File: config.mk
export PLATFORM = sky130hd
export DESIGN_NAME = seg_display_ctrl
export DESIGN_NICKNAME = d
export VERILOG_FILES = /design/src/rtl/seg_display_ctrl.sv
export SDC_FILE = /design/constraint.sdc
export NUM_CORES = 1
export LEC_CHECK = 0
export ABC_AREA = 0
export BUFFER_PORTS_ARGS = -buffer_cell sky130_fd_sc_hd__buf_2
export CAP_MARGIN = 5
export CORE_AREA = 2 2 90 135
export DETAILED_ROUTE_END_ITERATION = 12
export DIE_AREA = 0 0 92 137
export PLACE_DENSITY = 0.76
export SLEW_MARGIN = 0
export SYNTH_ARGS = -nofsm -noshare
export SYNTH_HDL_FRONTEND = slang
export SYNTH_SLANG_ARGS = --single-unit
File: constraint.sdc
create_clock -name clk -period 2.6 [get_ports clk]
set_clock_uncertainty 0.2 [all_clocks]
set_input_delay 0 -clock clk [delete_from_list [all_inputs] [get_ports clk]]
set_output_delay 0 -clock clk [all_outputs]
set_load 0.03 [all_outputs]
File: src/rtl/seg_display_ctrl.sv
// Two-digit multiplexed hex display of a selectable byte of the core's pc/result words,
// with debounced byte paging keys, one-hot byte LEDs and a freeze switch.
module seg_display_ctrl #(
    parameter int SCAN_DIV        = 50000,
    parameter int DEBOUNCE_CYCLES = 200000
) (
    input  logic        clk,
    input  logic        rst_n,
    input  logic [31:0] pc,
    input  logic [31:0] result,
    input  logic [1:0]  sw,
    input  logic [1:0]  key,
    output logic [1:0]  com,
    output logic [7:0]  segs,
    output logic [3:0]  leds
);
    localparam int SW_W = (SCAN_DIV > 1) ? $clog2(SCAN_DIV) : 1;
    localparam int DB_W = (DEBOUNCE_CYCLES > 1) ? $clog2(DEBOUNCE_CYCLES) : 1;
    localparam logic [SW_W-1:0] SCAN_MAX = SW_W'(SCAN_DIV - 1);
    localparam logic [DB_W-1:0] DB_MAX   = DB_W'(DEBOUNCE_CYCLES - 1);

    logic [1:0]      sw_meta_reg, sw_sync_reg;
    logic [1:0]      key_meta_reg, key_sync_reg;
    logic [1:0]      press_evt;
    logic [1:0]      idx_reg, idx_next;
    logic [31:0]     held_reg;
    logic [SW_W-1:0] scan_cnt_reg;
    logic            dig_reg;
    logic [1:0]      com_reg;
    logic [7:0]      segs_reg;
    logic [7:0]      cur_byte;
    logic [3:0]      cur_nibble;
    logic [6:0]      hex_code;

    always_ff @(posedge clk or negedge rst_n) begin
        if (!rst_n) begin
            sw_meta_reg  <= 2'b00;
            sw_sync_reg  <= 2'b00;
            key_meta_reg <= 2'b11;
            key_sync_reg <= 2'b11;
        end else begin
            sw_meta_reg  <= sw;
            sw_sync_reg  <= sw_meta_reg;
            key_meta_reg <= key;
            key_sync_reg <= key_meta_reg;
        end
    end

    // Level flips on the D-th consecutive mismatching cycle; the press pulse is registered alongside it.
    genvar gi;
    generate
        for (gi = 0; gi < 2; gi++) begin : g_db
            logic [DB_W-1:0] cnt_reg;
            logic            level_reg;
            logic            press_reg;

            always_ff @(posedge clk or negedge rst_n) begin
                if (!rst_n) begin
                    cnt_reg   <= '0;
                    level_reg <= 1'b1;
                    press_reg <= 1'b0;
                end else begin
                    press_reg <= 1'b0;
                    if (key_sync_reg[gi] == level_reg) begin
                        cnt_reg <= '0;
                    end else if (cnt_reg == DB_MAX) begin
                        cnt_reg   <= '0;
                        level_reg <= key_sync_reg[gi];
                        press_reg <= ~key_sync_reg[gi];
                    end else begin
                        cnt_reg <= cnt_reg + 1'b1;
                    end
                end
            end

            assign press_evt[gi] = press_reg;
        end
    endgenerate

    always_comb begin
        idx_next = idx_reg;
        case (press_evt)
            2'b01:   idx_next = idx_reg + 2'd1;
            2'b10:   idx_next = idx_reg - 2'd1;
            2'b11:   idx_next = 2'd0;
            default: idx_next = idx_reg;
        endcase
    end

    always_ff @(posedge clk or negedge rst_n) begin
        if (!rst_n) begin
            idx_reg      <= 2'd0;
            held_reg     <= 32'd0;
            scan_cnt_reg <= '0;
            dig_reg      <= 1'b0;
        end else begin
            idx_reg <= idx_next;
            if (!sw_sync_reg[1])
                held_reg <= sw_sync_reg[0] ? result : pc;
            if (scan_cnt_reg == SCAN_MAX) begin
                scan_cnt_reg <= '0;
                dig_reg      <= ~dig_reg;
            end else begin
                scan_cnt_reg <= scan_cnt_reg + 1'b1;
            end
        end
    end

    assign cur_byte   = held_reg[8*idx_reg +: 8];
    assign cur_nibble = dig_reg ? cur_byte[7:4] : cur_byte[3:0];

    always_comb begin
        hex_code = 7'h7F;
        case (cur_nibble)
            4'h0: hex_code = 7'h40;
            4'h1: hex_code = 7'h79;
            4'h2: hex_code = 7'h24;
            4'h3: hex_code = 7'h30;
            4'h4: hex_code = 7'h19;
            4'h5: hex_code = 7'h12;
            4'h6: hex_code = 7'h02;
            4'h7: hex_code = 7'h78;
            4'h8: hex_code = 7'h00;
            4'h9: hex_code = 7'h10;
            4'hA: hex_code = 7'h08;
            4'hB: hex_code = 7'h03;
            4'hC: hex_code = 7'h46;
            4'hD: hex_code = 7'h21;
            4'hE: hex_code = 7'h06;
            4'hF: hex_code = 7'h0E;
            default: hex_code = 7'h7F;
        endcase
    end

    // Decimal point on digit 0 marks a frozen display.
    always_ff @(posedge clk or negedge rst_n) begin
        if (!rst_n) begin
            com_reg  <= 2'b11;
            segs_reg <= 8'hFF;
        end else begin
            com_reg  <= dig_reg ? 2'b01 : 2'b10;
            segs_reg <= {~(~dig_reg & sw_sync_reg[1]), hex_code};
        end
    end

    assign com  = com_reg;
    assign segs = segs_reg;
    assign leds = 4'b0001 << idx_reg;
endmodule

==> results.cfg <==
[cts]
cts_inserted_buffers = 9
cts_tree = built
clockBufferDepth = 2
clock_latency_ps = 350
h-tree-depth = 3
root_buffer = clkbuf_16
cts_setup_buffers = 0
ctsResizeCount = 0
cts.sinks = 109
path_clk_slew_ps = 70

[layout]
areaGrowthSynthToFinish_pct = 29.0
drive_above_1_share_pct = 22.5
diodes = 0
final_nets = 732
largest_reg_flops = 36

[worst_setup_path]
reg2regPathDepth = 5
cpLargestDelayFamily = multiplexers
cpMaxStageDelayCell = mux4_2
cp-end-kind = register
worstPathArrival_ps = 2530
cp_max_fo = 11
worstPathRequired_ps = 2680
reg2reg_slack_ps = 150
r2r_end = segs[3]$_DFF_PN1_
path_cells = buf_4 > mux4_2 > mux2i_2 > nor2_1 > a211o_1
crit_cells = 5
critPathLaunchType = register
path_class = register to register
critPathMaxStageDelay_ps = 540
critPathLaunch = idx_reg[1]$_DFFE_PN0P_
crit_buf_inv = 1
crit_end = segs[3]$_DFF_PN1_
reg2reg_from = idx_reg[1]$_DFFE_PN0P_

[die]
rows = 48
die_y_microns = 137
initial_utilization_pct = 46.9
core_area_sq_um = 11400
die_area_sq_um = 12600
die_x_microns = 92
ioPinCount = 84

[timing]
period_share_pct = 94.1
setup_tns_ps = 0
setup_viol = 0
rsz0062_at_grt = no
period_needed_ps = 2450
holdWs_ps = 10.7
worst_pin_slew_ps = 905
clock.fmax_mhz = 409
drv_slew = 0
hold_violations = 0
relSlewSlack_pct = 39.6

[synthesis]
syn_avg_cell_area_sq_um = 10.6
netlist_instances = 503
synth_area_sq_um = 5350
synthTopCellsByArea = dfrtp_1 44%, mux2i_1 8.1%, dfstp_2 7.9%
synth_top_cell_area_share_pct = 43.5
ys_warn_count = 0
seq_area_frac_synth_pct = 51.4
synthDistinctLibCells = 47
synth.largest_area_cell = dfrtp_1
ys_ff_latch = 109
synth_nets = 581

[power_and_ir_drop]
p_per_area_nw_per_um2 = 542
p_leak_nw = 3.10
irDropWorstVdd_uv = 352

[global_route]
grt_pass1_vias = 4365
grt_pass1_wl_mm = 20.1
overflow = 0
antenna_found_initial = 0
grt_max_degree = 66
track_usage_pct = 20.3

[placement]
port_buffers = 83
hpwlAfterDp_mm = 8.13
gp_congestion = 0.880

[routing]
first_pass_iters = 4
routed_wl_mm = 12.3
drt_iter0_drc = 235
vias_per_cell = 5.25
ant_nets = 0
wl_per_cell_microns = 15.3
drc = 0
vias = 4244

[run]
cap_viol_max_count = 0

[outcome]
outcome = finished, final reports clean

[hold_path]
hold_class = input port to asynchronous set/reset pin
==> layout by cell type, fill, tap and decap left out, types with 3 or more instances in the layout <==
cell,n
nor4b_1,4
buf_4,11
nand4_1,12
ha_1,8
dfstp_2,16
o21ai_0,35
xor2_1,22
clkbuf_16,9
and3_1,10
buf_2,82
mux2i_1,43
a21oi_1,6
dfrtp_1,91
inv_1,8
mux2_2,3
o22ai_1,3
nor3b_1,4
xnor2_1,27
nor2_1,62
nor4_1,3
mux4_2,4
nand3_1,24
nor3_1,8
dlygate4sd3_1,69
nor2b_1,5
nand2_1,52
nor3_2,3
and4_1,3
==> worst reg2reg max path, stage by stage (launching register included) <==
cell and delay [ps]:
dfrtp_1 530, buf_4 250, mux4_2 540, mux2i_2 450, nor2_1 100, a211o_1 310
==> metal layers <==
metal | routed length (microns) | up-vias | part of all wire, % | GRT usage, %
li1 | - | 2036 | - | -
met1 | 4870 | 2083 | 39 | 22.8
met2 | 6680 | 99 | 54 | 37.2
met3 | 457 | 26 | 3.7 | 3.80
met4 | 327 | 0 | 2.7 | 9.12
met5 | 0 | - | 0 | 0
==> kinds of logic after synthesis <==
family                   synth area share [%]
AO/OA/AOI/OAI                            5.59
buffers and inverters                    3.28
AND/OR/NAND/NOR                          18.8
adder cells (fa/ha/maj)                  1.87
flip-flops                               51.4
multiplexers                             11.0
XOR/XNOR                                 8.03
==> how the worst min path moves through the flow <==
stage	start	endpoint	slack, ps	cells past startpoint
final	rst_n	g_db[1].cnt_reg[17]$_DFF_PN0_	10	2
after global routing	rst_n	g_db[1].cnt_reg[17]$_DFF_PN0_	70	2
after CTS	rst_n	g_db[1].cnt_reg[16]$_DFF_PN0_	40	2
after detailed placement	rst_n	g_db[1].cnt_reg[17]$_DFF_PN0_	-160	1
after global placement	rst_n	g_db[1].cnt_reg[17]$_DFF_PN0_	-170	1
after floorplan	rst_n	dig_reg$_DFFE_PN0N_	-500	0
==> final cells by class <==
type,instances,area [sq um]
fill,910,4510
sequential,109,2750
multi-input combinational,363,2420
timing repair buffer,163,1200
clock buffer,11,243
tap,150,188
clock inverter,5,60.1
inverter,8,30.0
==> metrics by stage <==
stage | instance area [sq um] | std cells | total power, mW | setup WS, ps | util, %
final | 6900 | 809 | 3.74 | 154 | 60.4
after global routing | 6900 | 809 | 3.90 | 3.93 | 60.4
after CTS | 6900 | 809 | 3.75 | 179 | 60.4
after detailed placement | 5900 | 724 | 2.28 | 195 | 51.7
after global placement | 5900 | 724 | 2.26 | 279 | 51.7
after floorplan | 5350 | 503 | 2.11 | 210 | -
==> cell usage after synthesis, drive strengths merged <==
master,number
a211o,1
a21oi,6
a22o,1
a22oi,1
and2,1
and2b,1
and3,10
and3b,1
and4,3
buf,13
clkbuf,10
dfrtp,93
dfstp,16
ha,8
inv,8
mux2,3
mux2i,45
mux4,4
nand2,52
nand2b,2
nand3,24
nand4,12
nor2,62
nor2b,5
nor3,11
nor3b,4
nor4,5
nor4b,4
o21ai,35
o221a,1
o221ai,1
o22ai,3
o31ai,1
o32ai,1
or2,2
or3,3
or4,1
xnor2,27
xor2,22
==> timing repair <==
action,CTS,global route
endpoints found under the setup margin,0,0
hold buffers,69,0
endpoints found under the hold margin,135,0
==> where the power goes <==
part           switching (mW)  internal [mW]  leakage, nW
clock network           0.611          0.775        0.146
registers              0.0647           1.80         1.38
logic                   0.244          0.247         1.58
Power figures use the tool's default switching activity.
